File: config.mk
export PLATFORM = sky130hd
export DESIGN_NAME = stack_calc_core
export DESIGN_NICKNAME = d
export VERILOG_FILES = /design/src/rtl/stack_calc_core.sv
export SDC_FILE = /design/constraint.sdc
export NUM_CORES = 1
export LEC_CHECK = 0
export ABC_AREA = 1
export CAP_MARGIN = 20
export CORE_ASPECT_RATIO = 0.6
export CORE_MARGIN = 5
export CORE_UTILIZATION = 55
export CTS_BUF_LIST = sky130_fd_sc_hd__clkbuf_8
export DETAILED_ROUTE_END_ITERATION = 10
export GPL_ROUTABILITY_DRIVEN = 0
export HOLD_SLACK_MARGIN = 0.03
export PLACE_DENSITY = 0.75
export RECOVER_POWER = 25
export SLEW_MARGIN = 20
export SYNTH_ARGS = -nofsm -noshare
export SYNTH_HDL_FRONTEND = slang
export SYNTH_SLANG_ARGS = --single-unit
export TNS_END_PERCENT = 20
File: constraint.sdc
create_clock -name clk -period 6.2 [get_ports clk]
set_clock_uncertainty 0.15 [all_clocks]
set_input_delay 1.24 -clock clk [delete_from_list [all_inputs] [get_ports clk]]
set_output_delay 1.24 -clock clk [all_outputs]
set_load 0.01 [all_outputs]
File: src/rtl/stack_calc_core.sv
// Parametrised stack calculator core: valid/ready opcode intake, 2*WIDTH output register, sticky status.
// Optional RAM for SAVE/LOAD is compiled in with `define STACK_CALC_RAM_EN.
//
// state | meaning
// IDLE  | ready for an op, latches op_code/op_data on handshake
// EXEC  | operand check and primary stack update
// WB2   | second write of MULT (high), IDIV (remainder), LOAD (read data)
module stack_calc_core #(
    parameter int WIDTH         = 4,
    parameter int DEPTH         = 8,
    parameter int MEM_ADDR_BITS = 4
) (
    input  logic                         clk,
    input  logic                         rst_n,
    input  logic                         op_valid,
    output logic                         op_ready,
    input  logic [3:0]                   op_code,
    input  logic [WIDTH-1:0]             op_data,
    output logic [WIDTH-1:0]             top_word,
    output logic [WIDTH-1:0]             second_word,
    output logic [2*WIDTH-1:0]           out_word,
    output logic [$clog2(DEPTH+1)-1:0]   depth,
    output logic                         carry_flag,
    output logic                         error_flag,
    output logic                         overflow_flag,
    output logic                         underflow_flag
);

    localparam int DW = $clog2(DEPTH + 1);

    localparam logic [3:0] OP_PUSH = 4'h1;
    localparam logic [3:0] OP_POP  = 4'h2;
    localparam logic [3:0] OP_OUTL = 4'h3;
    localparam logic [3:0] OP_OUTH = 4'h4;
    localparam logic [3:0] OP_SWAP = 4'h5;
    localparam logic [3:0] OP_PUSF = 4'h6;
    localparam logic [3:0] OP_REPL = 4'h7;
    localparam logic [3:0] OP_BINA = 4'h8;
    localparam logic [3:0] OP_MULT = 4'h9;
    localparam logic [3:0] OP_IDIV = 4'hA;
    localparam logic [3:0] OP_CLFL = 4'hB;
    localparam logic [3:0] OP_SAVE = 4'hC;
    localparam logic [3:0] OP_LOAD = 4'hD;
    localparam logic [3:0] OP_CLRS = 4'hE;

    if (WIDTH < 4 || DEPTH < 2 || MEM_ADDR_BITS < 1) begin : g_param_check
        $error("stack_calc_core: requires WIDTH>=4, DEPTH>=2, MEM_ADDR_BITS>=1");
    end

    typedef enum logic [1:0] {S_IDLE, S_EXEC, S_WB2} state_t;
    typedef enum logic [2:0] {SOP_NONE, SOP_PUSH, SOP_POP, SOP_POP2, SOP_REDUCE} sop_t;

    state_t               state_q, state_d;
    logic [3:0]           code_q, code_d;
    logic [WIDTH-1:0]     data_q, data_d;
    logic [WIDTH-1:0]     stk_q [DEPTH];
    logic [WIDTH-1:0]     stk_d [DEPTH];
    logic [DW-1:0]        depth_q, depth_d;
    logic [2*WIDTH-1:0]   out_q, out_d;
    logic [WIDTH-1:0]     wb_q, wb_d;
    logic                 carry_q, carry_d;
    logic                 err_q, err_d;
    logic                 ovf_q, ovf_d;
    logic                 unf_q, unf_d;

    sop_t                 sop;
    logic [WIDTH-1:0]     sval;
    logic [1:0]           need;
    logic                 is_push;
    logic [2:0]           sub_op;
    logic [WIDTH-1:0]     t_w, s_w;
    logic                 cin;
    logic [WIDTH:0]       sum_w;
    logic [2*WIDTH-1:0]   prod_w;
    logic                 div_zero;
    logic [WIDTH-1:0]     quot_w, rem_w;
    logic [WIDTH-1:0]     repl_w, bina_w, pusf_w;
    logic                 bina_cupd, bina_c;

    // Entry 0 is the top of stack; entries at or beyond depth are don't-care and hidden on the outputs.
    assign t_w    = stk_q[0];
    assign s_w    = stk_q[1];
    assign sub_op = data_q[2:0];

    assign op_ready       = rst_n && (state_q == S_IDLE);
    assign top_word       = (depth_q != '0) ? stk_q[0] : '0;
    assign second_word    = (depth_q >= DW'(2)) ? stk_q[1] : '0;
    assign out_word       = out_q;
    assign depth          = depth_q;
    assign carry_flag     = carry_q;
    assign error_flag     = err_q;
    assign overflow_flag  = ovf_q;
    assign underflow_flag = unf_q;

    assign cin      = (sub_op == 3'd4) && carry_q;
    assign sum_w    = {1'b0, s_w} + {1'b0, t_w} + (WIDTH+1)'(cin);
    assign prod_w   = {{WIDTH{1'b0}}, s_w} * {{WIDTH{1'b0}}, t_w};
    assign div_zero = (t_w == '0);
    assign quot_w   = div_zero ? '0 : s_w / t_w;
    assign rem_w    = div_zero ? '0 : s_w % t_w;
    assign is_push  = (code_q == OP_PUSH) || (code_q == OP_PUSF);

`ifdef STACK_CALC_RAM_EN
    localparam int MEM_WORDS = 2 ** MEM_ADDR_BITS;
    logic [WIDTH-1:0]         mem_q [MEM_WORDS];
    logic [MEM_ADDR_BITS-1:0] mem_addr;
    logic                     mem_we;

    assign mem_addr = MEM_ADDR_BITS'(t_w);

    always_ff @(posedge clk or negedge rst_n) begin
        if (!rst_n) begin
            for (int i = 0; i < MEM_WORDS; i++) mem_q[i] <= '0;
        end else if (mem_we) begin
            mem_q[mem_addr] <= s_w;
        end
    end
`endif

    always_comb begin
        need = 2'd0;
        case (code_q)
            OP_POP, OP_SWAP, OP_REPL, OP_OUTL, OP_OUTH: need = 2'd1;
            OP_BINA, OP_MULT, OP_IDIV:                  need = 2'd2;
            OP_PUSF: begin
                if (sub_op == 3'd0)      need = 2'd1;
                else if (sub_op == 3'd1) need = 2'd2;
            end
`ifdef STACK_CALC_RAM_EN
            OP_SAVE: need = 2'd2;
            OP_LOAD: need = 2'd1;
`endif
            default: ;
        endcase
    end

    always_comb begin
        case (sub_op)
            3'd0:    repl_w = ~t_w;
            3'd1:    repl_w = '0 - t_w;
            3'd2:    repl_w = t_w + WIDTH'(1);
            3'd3:    repl_w = t_w - WIDTH'(1);
            3'd4:    repl_w = t_w >> 1;
            3'd5:    repl_w = t_w << 1;
            3'd6:    repl_w = {t_w[0], t_w[WIDTH-1:1]};
            default: repl_w = {t_w[WIDTH-2:0], t_w[WIDTH-1]};
        endcase
    end

    always_comb begin
        bina_w    = '0;
        bina_cupd = 1'b0;
        bina_c    = 1'b0;
        case (sub_op)
            3'd0, 3'd4: begin
                bina_w    = sum_w[WIDTH-1:0];
                bina_cupd = 1'b1;
                bina_c    = sum_w[WIDTH];
            end
            3'd1:    bina_w = s_w & t_w;
            3'd2:    bina_w = s_w | t_w;
            3'd3:    bina_w = s_w ^ t_w;
            3'd5:    bina_w = prod_w[WIDTH-1:0];
            3'd6:    bina_w = prod_w[2*WIDTH-1:WIDTH];
            default: begin
                bina_w    = s_w - t_w;
                bina_cupd = 1'b1;
                bina_c    = (s_w < t_w);
            end
        endcase
    end

    always_comb begin
        case (sub_op)
            3'd0:    pusf_w = t_w;
            3'd1:    pusf_w = s_w;
            3'd2:    pusf_w = WIDTH'({ovf_q, unf_q, err_q, carry_q});
            default: pusf_w = '0;
        endcase
    end

    always_comb begin
        state_d = state_q;
        code_d  = code_q;
        data_d  = data_q;
        stk_d   = stk_q;
        depth_d = depth_q;
        out_d   = out_q;
        wb_d    = wb_q;
        carry_d = carry_q;
        err_d   = err_q;
        ovf_d   = ovf_q;
        unf_d   = unf_q;
        sop     = SOP_NONE;
        sval    = '0;
`ifdef STACK_CALC_RAM_EN
        mem_we  = 1'b0;
`endif
        case (state_q)
            S_IDLE: begin
                if (op_valid && op_ready) begin
                    code_d  = op_code;
                    data_d  = op_data;
                    state_d = S_EXEC;
                end
            end
            S_EXEC: begin
                state_d = S_IDLE;
                if (depth_q < DW'(need)) begin
                    unf_d = 1'b1;
                    err_d = 1'b1;
                end else if (is_push && depth_q == DW'(DEPTH)) begin
                    ovf_d = 1'b1;
                    err_d = 1'b1;
                end else begin
                    case (code_q)
                        OP_PUSH: begin sop = SOP_PUSH; sval = data_q; end
                        OP_POP:  sop = SOP_POP;
                        OP_OUTL: out_d[WIDTH-1:0] = t_w;
                        OP_OUTH: out_d[2*WIDTH-1:WIDTH] = t_w;
                        OP_SWAP: begin
                            stk_d[0] = second_word;
                            stk_d[1] = t_w;
                        end
                        OP_PUSF: begin sop = SOP_PUSH; sval = pusf_w; end
                        OP_REPL: stk_d[0] = repl_w;
                        OP_BINA: begin
                            sop  = SOP_REDUCE;
                            sval = bina_w;
                            if (bina_cupd) carry_d = bina_c;
                        end
                        OP_MULT: begin
                            sop     = SOP_REDUCE;
                            sval    = prod_w[WIDTH-1:0];
                            wb_d    = prod_w[2*WIDTH-1:WIDTH];
                            state_d = S_WB2;
                        end
                        OP_IDIV: begin
                            sop     = SOP_REDUCE;
                            sval    = quot_w;
                            wb_d    = rem_w;
                            state_d = S_WB2;
                            if (div_zero) err_d = 1'b1;
                        end
                        OP_CLFL: begin
                            carry_d = 1'b0;
                            err_d   = 1'b0;
                            ovf_d   = 1'b0;
                            unf_d   = 1'b0;
                        end
`ifdef STACK_CALC_RAM_EN
                        OP_SAVE: begin
                            mem_we = 1'b1;
                            sop    = SOP_POP2;
                        end
                        OP_LOAD: begin
                            wb_d    = mem_q[mem_addr];
                            state_d = S_WB2;
                        end
`endif
                        OP_CLRS: depth_d = '0;
                        default: ;
                    endcase
                end
            end
            S_WB2: begin
                state_d = S_IDLE;
                if (code_q == OP_LOAD) begin
                    stk_d[0] = wb_q;
                end else begin
                    sop  = SOP_PUSH;
                    sval = wb_q;
                end
            end
            default: state_d = S_IDLE;
        endcase

        case (sop)
            SOP_PUSH: begin
                for (int i = DEPTH - 1; i > 0; i--) stk_d[i] = stk_q[i-1];
                stk_d[0] = sval;
                depth_d  = depth_q + DW'(1);
            end
            SOP_POP: begin
                for (int i = 0; i < DEPTH - 1; i++) stk_d[i] = stk_q[i+1];
                stk_d[DEPTH-1] = '0;
                depth_d        = depth_q - DW'(1);
            end
            SOP_POP2: begin
                for (int i = 0; i < DEPTH - 2; i++) stk_d[i] = stk_q[i+2];
                stk_d[DEPTH-2] = '0;
                stk_d[DEPTH-1] = '0;
                depth_d        = depth_q - DW'(2);
            end
            SOP_REDUCE: begin
                for (int i = 1; i < DEPTH - 1; i++) stk_d[i] = stk_q[i+1];
                stk_d[DEPTH-1] = '0;
                stk_d[0]       = sval;
                depth_d        = depth_q - DW'(1);
            end
            default: ;
        endcase
    end

    always_ff @(posedge clk or negedge rst_n) begin
        if (!rst_n) begin
            state_q <= S_IDLE;
            code_q  <= '0;
            data_q  <= '0;
            for (int i = 0; i < DEPTH; i++) stk_q[i] <= '0;
            depth_q <= '0;
            out_q   <= '0;
            wb_q    <= '0;
            carry_q <= 1'b0;
            err_q   <= 1'b0;
            ovf_q   <= 1'b0;
            unf_q   <= 1'b0;
        end else begin
            state_q <= state_d;
            code_q  <= code_d;
            data_q  <= data_d;
            stk_q   <= stk_d;
            depth_q <= depth_d;
            out_q   <= out_d;
            wb_q    <= wb_d;
            carry_q <= carry_d;
            err_q   <= err_d;
            ovf_q   <= ovf_d;
            unf_q   <= unf_d;
        end
    end

endmodule

After elaboration in Yosys (flattened, before gate mapping)
Index checks and enable logic that the tools add are counted.
{"block": "op_classes", "n_mux": 50, "n_bitwise": 6, "n_lt_le_gt_ge": 3, "n_addsub": 9, "n_mul": 1, "reduce_logical": 38, "n_eq_ne": 38, "n_div": 2}
{"op": "$pmux 32 s4", "n": 1}
{"op": "$mux 4", "n": 14}
{"op": "$pmux 4 s2", "n": 4}
{"op": "$eq 4x4->1 const B", "n": 7}
{"op": "$pmux 4 s7", "n": 1}
{"op": "$pmux 4 s3", "n": 2}
{"op": "$pmux 4 s6", "n": 1}
{"op": "$pmux 4 s5", "n": 1}
{"op": "$reduce_and 4->1", "n": 5}
{"op": "$reduce_bool 4->1", "n": 5}
{"op": "$ne 6x6->1 const B", "n": 3}
{"op": "$eq 4x3->1 const B", "n": 4}
{"op": "$mux 8", "n": 2}
{"op": "$eq 3x2->1 const B", "n": 4}
{"op": "$eq 3x3->1 const B", "n": 4}
{"op": "$mux 2", "n": 6}
{"op": "$mux 1", "n": 10}
{"op": "$ne 5x1->1 const B", "n": 2}
{"op": "$reduce_and 5->1", "n": 2}
{"op": "$reduce_bool 5->1", "n": 2}
{"op": "$reduce_or 5->1", "n": 2}
{"op": "$pmux 3 s3", "n": 1}
{"op": "$reduce_and 3->1", "n": 3}
{"op": "$add 4x1->4 const B", "n": 2}
{"op": "42 further kinds", "n": 59}
{"block": "word_totals", "out_inout_bits": 25, "regBits": 62, "wordCells": 166, "inputBits": 11}

Depth between registers and ports, before layout
Gate-level depths: netlist of run 1.
{"block": "logic_depth", "depth_word": 11, "ltp_mapped": 34, "depth_no_buf": 34}

Worst setup path after synthesis of run 1
OpenSTA, ideal clock, no wires.
{"block": "synth_path", "path_kind": "reg2reg", "startpoint": "register stk_q, in the netlist t_w[0]", "endpoint": "register stk_q, in the netlist t_w[0]", "path_buffers": 0, "required_ns": 5.931, "slack_ns": 1.180, "arrival_ns": 4.751, "synth_period_minus_slack_ns": 5.020, "path_stages_with_launch": 33, "setup_ns": 0.119, "path_cell_list": "dfrtp_1 > clkinv_1 > ha_1 > o211ai_1 > o21ai_0 > ha_1 > a21oi_1 > nand2_1 > nand2_1 > o21ai_0 > ha_1 > a21oi_1 > nand2_1 > nand2_1 > a21oi_1 > inv_1 > nand2_1 > o21a_1 > inv_1 > ha_1 > a21oi_1 > o21ai_0 > a21o_1 > nand2_1 > nand3_1 > nor2_1 > nand2_1 > nand2_1 > nand2_1 > nand2_1 > nand3_1 > nand2_1 > nand2_1"}
{"block": "synth_between", "elab_chain_cells": 8, "elab_cells_between_ends": 26, "cone_classes": "add/sub: 6; mul: 1; div: 1; mux: 13; bitwise: 4; reduce/logical: 1"}
{"item": "start, declared", "line_no": "56", "rtl": "logic [WIDTH-1:0] stk_q [DEPTH];"}
{"item": "start signal, assigned", "line_no": "322", "rtl": "stk_q <= stk_d;"}
{"item": "parallel branches: the longest is 7 deep, another holds $div 4x4->4"}
{"item": "$pmux 32 s4 *", "line_no": "278", "rtl": "case (sop)"}
Mark *: on every way between the ends. The select of a mux whose other input is x is not followed.
A chain may end at the register's enable or synchronous reset.

Worst setup path after layout of run 1
{"block": "layout_path", "startpoint": "register stk_q, in the netlist s_w[3]", "endpoint": "register stk_q, in the netlist t_w[0]"}
{"block": "layout_between", "elab_chain_cells": 7, "elab_cells_between_ends": 9, "cone_classes": "mul: 1; div: 1; mux: 7"}
{"item": "$div 4x4->4 or $mul 4x4->8 (tied branches)", "line_no": "99, 97"}
{"item": "$mux 4 or $pmux 4 s6 (tied branches)", "line_no": "99, 154"}
{"item": "$pmux 4 s5 *", "line_no": "216", "rtl": "case (code_q)"}
{"item": "$mux 4 *", "line_no": "212", "rtl": "end else if (is_push && depth_q == DW'(DEPTH)) begin"}
{"item": "$mux 4 *", "line_no": "209", "rtl": "if (depth_q < DW'(need)) begin"}
{"item": "$pmux 4 s2 *", "line_no": "199", "rtl": "case (state_q)"}
{"item": "$pmux 32 s4 *", "line_no": "278"}
Every way passes the cells marked *; elsewhere a longest branch is shown, timed or not.

==> impl_metrics.yaml, run 1 <==
cells_and_area:
  finalNonFillerCells: 947
  area_growth_pct: 12.4
  multiInputGateArea_um2: 3430
  fin_nets: 877
  antennaDiodeCount: 0
  drive_above_1_share_pct: 6.28
  final.fill_count: 886
  utilization_pct: 62.9
  ff_latch_area_um2: 1550
critical_path:
  worst-path-max-fanout: 10
  arrival_ps: 5350
  worstPathRequired_ps: 6290
  cp_common_cell: "nand2_1"
  endpoint_kind: "flop"
  cp_slowest_cell: "dfrtp_1"
  cpPeakStageDelay_ps: 580
  cp-start-kind: "flop"
  path_class: "reg2reg"
die:
  rows: 28
  dieArea_um2: 12100
  die_h_um: 87.2
  start_util_pct: 56.0
  die_w_um: 139
  io_pins: 36
  coreArea_um2: 9770
timing:
  finalHoldViolCount: 0
  tightest_slew_ps: 3300
  setup_viol: 0
  whs_ps: 340
  relSlewSlack_pct: -120
  period_share_pct: 84.8
  timing.fmax_mhz: 190
  fin_crit_ps: 5260
  drv_slew: 63
  tns_ps: 0
  rsz0062_at_grt: "false"
yosys:
  synth-simple-area-share_pct: 29.4
  synth-seq-cells: 62
  synth.area.mux_share_pct: 0.206
  yosysSeqAreaShare_pct: 28.4
  synth_xor_area_share_pct: 2.24
  syn_inst: 771
  synthFlopType: "dfrtp_1"
  synth.distinct_cells: 47
  synth_fp_nets: 840
  synthArstFlopShare_pct: 100
  synth_edf_count: 0
  synth_top_family_by_area: "simple AND/OR/NAND/NOR gates"
  mappedNetlistArea_um2: 5470
  synth_warnings: 0
  synth_compound_area_share_pct: 16.2
  synthAdderAreaFrac_pct: 14.6
  avgSynthCellArea_um2: 7.09
clock_tree:
  clockBufferDepth: 2
  cts_resized: 0
  clockRootBuffer: "clkbuf_8"
  hold_buffers: 0
  cts_tree: "done"
  cts.sinks: 62
  cts_setup_buffers: 0
  worst_skew_pair.late_latency_ps: 360
  cts.reportedPaths.clkPinSlew_ps: 70
  cts_max_level: 3
  cts_buffers: 9
run_status:
  violations: "capacitance limit, slew limit"
  status: "finished, violations left"
routing:
  drc: 0
  ant_nets: 0
  wl_per_cell_um: 17.6
  viasPerCell: 5.91
  dr.pass1.iters: 7
  vias: 5596
  drt_iter0_drc: 617
  totalWireLength_um: 16600
power:
  p_per_area_nw_per_um2: 455
  fin_total_pwr_mw: 2.79
  leakage_nw: 3.00
  irDropWorstVdd_v: 0.000311
global_routing:
  grt_overflow: 0
  antenna_found_initial: 0
  grt.total_usage_pct: 28.6
  grt_pass1_vias: 5333
  grt_start_max_net_pins: 63
  grt_pass1_wl_um: 27500
flow_run:
  cap_violations: 1
place:
  dp.cells: 932
  numPortBuffers: 35
  dpl.hpwl_um: 12500
worst_hold_path:
  hp-class: "reg2reg"
synthesized netlist by cell type, drive strengths merged (10+ instances only):
master / instances / area, µm²
a21oi: 46 / 230
buf: 10 / 68.8
dfrtp: 62 / 1550
fa: 10 / 200
ha: 48 / 601
inv: 102 / 385
nand2: 230 / 903
nand3: 55 / 315
nor2: 65 / 274
nor3: 11 / 55.1
o21ai: 46 / 245
xor2: 10 / 87.6
per-layer routing:
| layer | vias to the layer above | wire length, µm | GRT usage, % |
|---|---|---|---|
| met2 | 316 | 6730 | 41.7 |
| met4 | 0 | 311 | 7.28 |
| li1 | 2622 | - | - |
| met3 | 41 | 1930 | 9.82 |
| met1 | 2617 | 7670 | 40.8 |
| met5 | - | 0 | 0 |
path summary, 6_finish.rpt:
path                           from          end  slack (ps)  cells past startpoint
max                          s_w[3]       t_w[0]         940                     32
min                        stk_q[6]     stk_q[6]         340                      2
max reg2reg                  s_w[3]       t_w[0]         940                     32
min reg2reg                stk_q[6]     stk_q[6]         340                      2
max in group asynchronous     rst_n  out_word[6]        1900                      2
min in group asynchronous     rst_n       s_w[3]        2150                      2
cell families after synthesis:
group	Yosys count
AO/OA/AOI/OAI	146
XOR/XNOR	14
adder cells (fa/ha/maj)	58
buffers and inverters	120
flip-flops	62
multiplexers	1
AND/OR/NAND/NOR	370
worst max-delay path: cells and delay by family, from the launching register on:
family / cells / cell delay (ps)
AO/OA/AOI/OAI: 10 / 1650
adder cells (fa/ha/maj): 4 / 1320
AND/OR/NAND/NOR: 16 / 1230
flip-flops: 1 / 580
buffers and inverters: 2 / 200
flip-flops by register name, summed over array words and instances, names as in the netlist:
signal	cells
error_flag	1
s_w	4
carry_flag	1
wb_q	4
t_w	4
state_q	2
data_q	4
stk_q	24
code_q	4
underflow_flag	1
overflow_flag	1
out_word	8
depth	4
report_power, final:
group          internal [mW]  switching [mW]  leakage (nW)
clock network          0.216           0.160         0.104
logic                  0.612            1.16          2.07
registers              0.500           0.144         0.823
total                   1.33            1.47          3.00
placed cells by master, fill, tap and decap left out, drive strengths merged, types with 7 or more instances in the layout:
| cell type | Yosys | layout |
|---|---|---|
| nor2 | 65 | 65 |
| ha | 48 | 48 |
| clkbuf | 6 | 14 |
| o221ai | 7 | 7 |
| a21oi | 46 | 46 |
| nor3 | 11 | 11 |
| inv | 102 | 102 |
| a22oi | 9 | 9 |
| nand3 | 55 | 55 |
| clkdlybuf4s50 | 0 | 34 |
| o211ai | 9 | 9 |
| o22ai | 9 | 9 |
| nand2 | 230 | 230 |
| xor2 | 10 | 10 |
| o21ai | 46 | 46 |
| fa | 10 | 10 |
| dfrtp | 62 | 62 |
area by class of cell:
cell class | count | area share [%]
Clock inverter | 3 | 0.692
Tap cell | 135 | 2.75
Sequential cell | 62 | 25.2
Clock buffer | 12 | 2.69
Inverter | 104 | 6.39
Timing Repair Buffer | 42 | 6.39
Multi-Input combinational cell | 589 | 55.8
per-stage QoR:
stage               cell area (µm²)  worst slack [ps]
floorplan                      5470              1180
finish                         6150               945
detailed placement             5940              1030
global placement               5940              1470
CTS                            6150              1030
global route                   6150               544
Note: power is estimated with default switching activity, not from simulation.
==> inputs of run 2 (changes only) <==
Settings changed: PLACE_DENSITY 0.75 to 0.78.
Clock period 6.2 ns to 4.6 ns, I/O delays scaled along.
==> run 2 against run 1 <==
Compared with the run above: the run still ends with capacitance limit, slew limit left; total power grew 58%; core utilization rose by 3.0 points; register-to-register slack lost 900 ps; critical endpoint is now wb_q[1].
==> impl_metrics.yaml, run 2 (same netlist as run 1, synthesis figures left out) <==
clock_tree:
  worst_skew_pair.late_latency_ps: 340
  clockRootBuffer: "clkbuf_8"
  cts_tree: "done"
  cts_buffers: 9
  cts.reportedPaths.clkPinSlew_ps: 80
  hold_buffers: 0
  cts.sinks: 62
  cts_max_level: 3
  clockBufferDepth: 2
routing:
  drc: 0
  dr.pass1.iters: 6
  viasPerCell: 5.98
  vias: 5806
  drt_iter0_drc: 733
  wl_per_cell_um: 18.0
  ant_nets: 0
  totalWireLength_um: 17500
cells_and_area:
  largest_register_ffs: 24
  area_growth_pct: 17.7
  largest-register: "stk_q"
  utilization_pct: 65.9
  final_common_cell: "nand2_1"
  final.fill_count: 824
  final_area_um2: 6440
  fin_nets: 900
  antennaDiodeCount: 0
  drive_above_1_share_pct: 11.4
  final_cell_mix: "nand2_1 (218), inv_1 (92), dfrtp_1 (61), nor2_1 (60), nand3_1 (50)"
global_routing:
  grt_start_max_net_pins: 63
  grt.total_usage_pct: 29.0
  antenna_found_initial: 0
  grt_pass1_vias: 5510
  grt_pass1_wl_um: 28200
  grt_overflow: 0
die:
  dieArea_um2: 12100
  die_w_um: 139
  rows: 28
  start_util_pct: 56.0
  io_pins: 36
  coreArea_um2: 9770
  die_h_um: 87.2
timing:
  period_share_pct: 99.0
  relSlewSlack_pct: -2.05
  tightest_slew_ps: 1530
  rsz0062_at_grt: "true"
  drv_slew: 63
  timing.fmax_mhz: 220
  setup_viol: 0
  finalHoldViolCount: 0
  tns_ps: 0
  fin_crit_ps: 4550
critical_path:
  rr_endpoint: "wb_q[1]"
  critical-path-top-delay-family: "compound AO/OA/AOI/OAI gates"
  worstPathRequired_ps: 4670
  arrival_ps: 4630
  r2r_setup_slack_ps: 50
  cp_common_cell: "nand2_1"
  cpPeakStageDelay_ps: 410
  r2r_start: "t_w[0]"
  path_class: "reg2reg"
  endpoint_kind: "flop"
  worst_r2r_path_depth: 28
  cp-start-kind: "flop"
  cp_slowest_cell: "fa_2"
  worst-path-max-fanout: 5
  cp_num_buf_inv: 4
worst_hold_path:
  min_path_cells: 2
  hp-start: "out_word[7]"
  hp-class: "reg2reg"
  hold-path-endpoint: "out_word[7]"
place:
  place_area_um2: 5990
  numPortBuffers: 35
  dpl.hpwl_um: 12700
flow_run:
  cap_violations: 1
power:
  irDropWorstVdd_v: 0.000424
  fin_total_pwr_mw: 4.42
  leakage_nw: 3.14
  p_per_area_nw_per_um2: 686
run_status:
  violations: "capacitance limit, slew limit"
  status: "finished, violations left"
==> run 2: cell types whose count changed in the layout (fill, tap and decap cells not counted), moves of 2 or more <==
cell / change
a21oi_2: +2
inv_2: +4
ha_4: +4
buf_4: +23
inv_1: -2
clkbuf_8: -2
nand2_2: +3
ha_1: -4
nand2_1: -4
o21ai_0: -4
a21oi_1: -2
o21ai_4: +2
==> run 2: per-layer routing <==
layer | vias up | track usage (%) | part of all wire (%)
li1 | 2680 | - | -
met1 | 2689 | 42.2 | 43
met2 | 395 | 42.9 | 42
met3 | 42 | 7.90 | 13
met4 | 0 | 7.37 | 1.7
met5 | - | 0 | 0
==> run 2: final cells by class <==
type / instances / area, µm² / share of cell area (%)
repair buffers: 65 / 567 / 8.80
well taps: 135 / 169 / 2.62
multi-input cells: 589 / 3540 / 54.9
clock buffers: 10 / 138 / 2.14
flip-flops and latches: 62 / 1550 / 24.1
inverters: 104 / 398 / 6.18
clock inverters: 6 / 77.6 / 1.21
==> run 2: repair_timing <==
item | CTS | global route
endpoints found under the setup margin | 5 | 5
setup buffers | 12 | 6
resized for setup | 9 | 15
pin swaps | 5 | 10
==> run 2: through the flow <==
| stage | setup slack [ps] | hold slack [ps] | instances |
|---|---|---|---|
| floorplan | 11.5 | 309 | 771 |
| detailed placement | -317 | 325 | 937 |
| global placement | 49.1 | 316 | 937 |
| global route | -157 | 365 | 971 |
| finish | 47.0 | 336 | 971 |
| CTS | 8.76 | 341 | 965 |
==> run 2: worst max-delay path by stage <==
| stage | start | end | slack, ps | cells past startpoint |
|---|---|---|---|---|
| 6_report | t_w[0] | wb_q[1] | 50 | 28 |
| 5_1_grt | t_w[0] | t_w[0] | -160 | 33 |
| 4_1_cts | t_w[0] | t_w[0] | 9 | 34 |
| 3_5_place_dp | t_w[0] | t_w[0] | -320 | 33 |
| 3_3_place_gp | t_w[0] | t_w[0] | 50 | 33 |
| 2_1_floorplan | t_w[0] | t_w[0] | 10 | 32 |
==> run 2: where the power goes <==
group	switching [mW]	internal, mW
Clock	0.215	0.314
Sequential	0.165	0.675
Combinational	1.85	1.20
==> run 2: worst min-delay path: stages, from the launching register on <==
cell and delay (ps):
dfrtp_1 340, nand2_1 50, o21ai_0 60
==> inputs of run 3 (changes only) <==
Settings changed: SLEW_MARGIN 20 to default.
==> results of run 3 <==
Same layout as run 2: the final DEF is identical, and so are final timing and power.
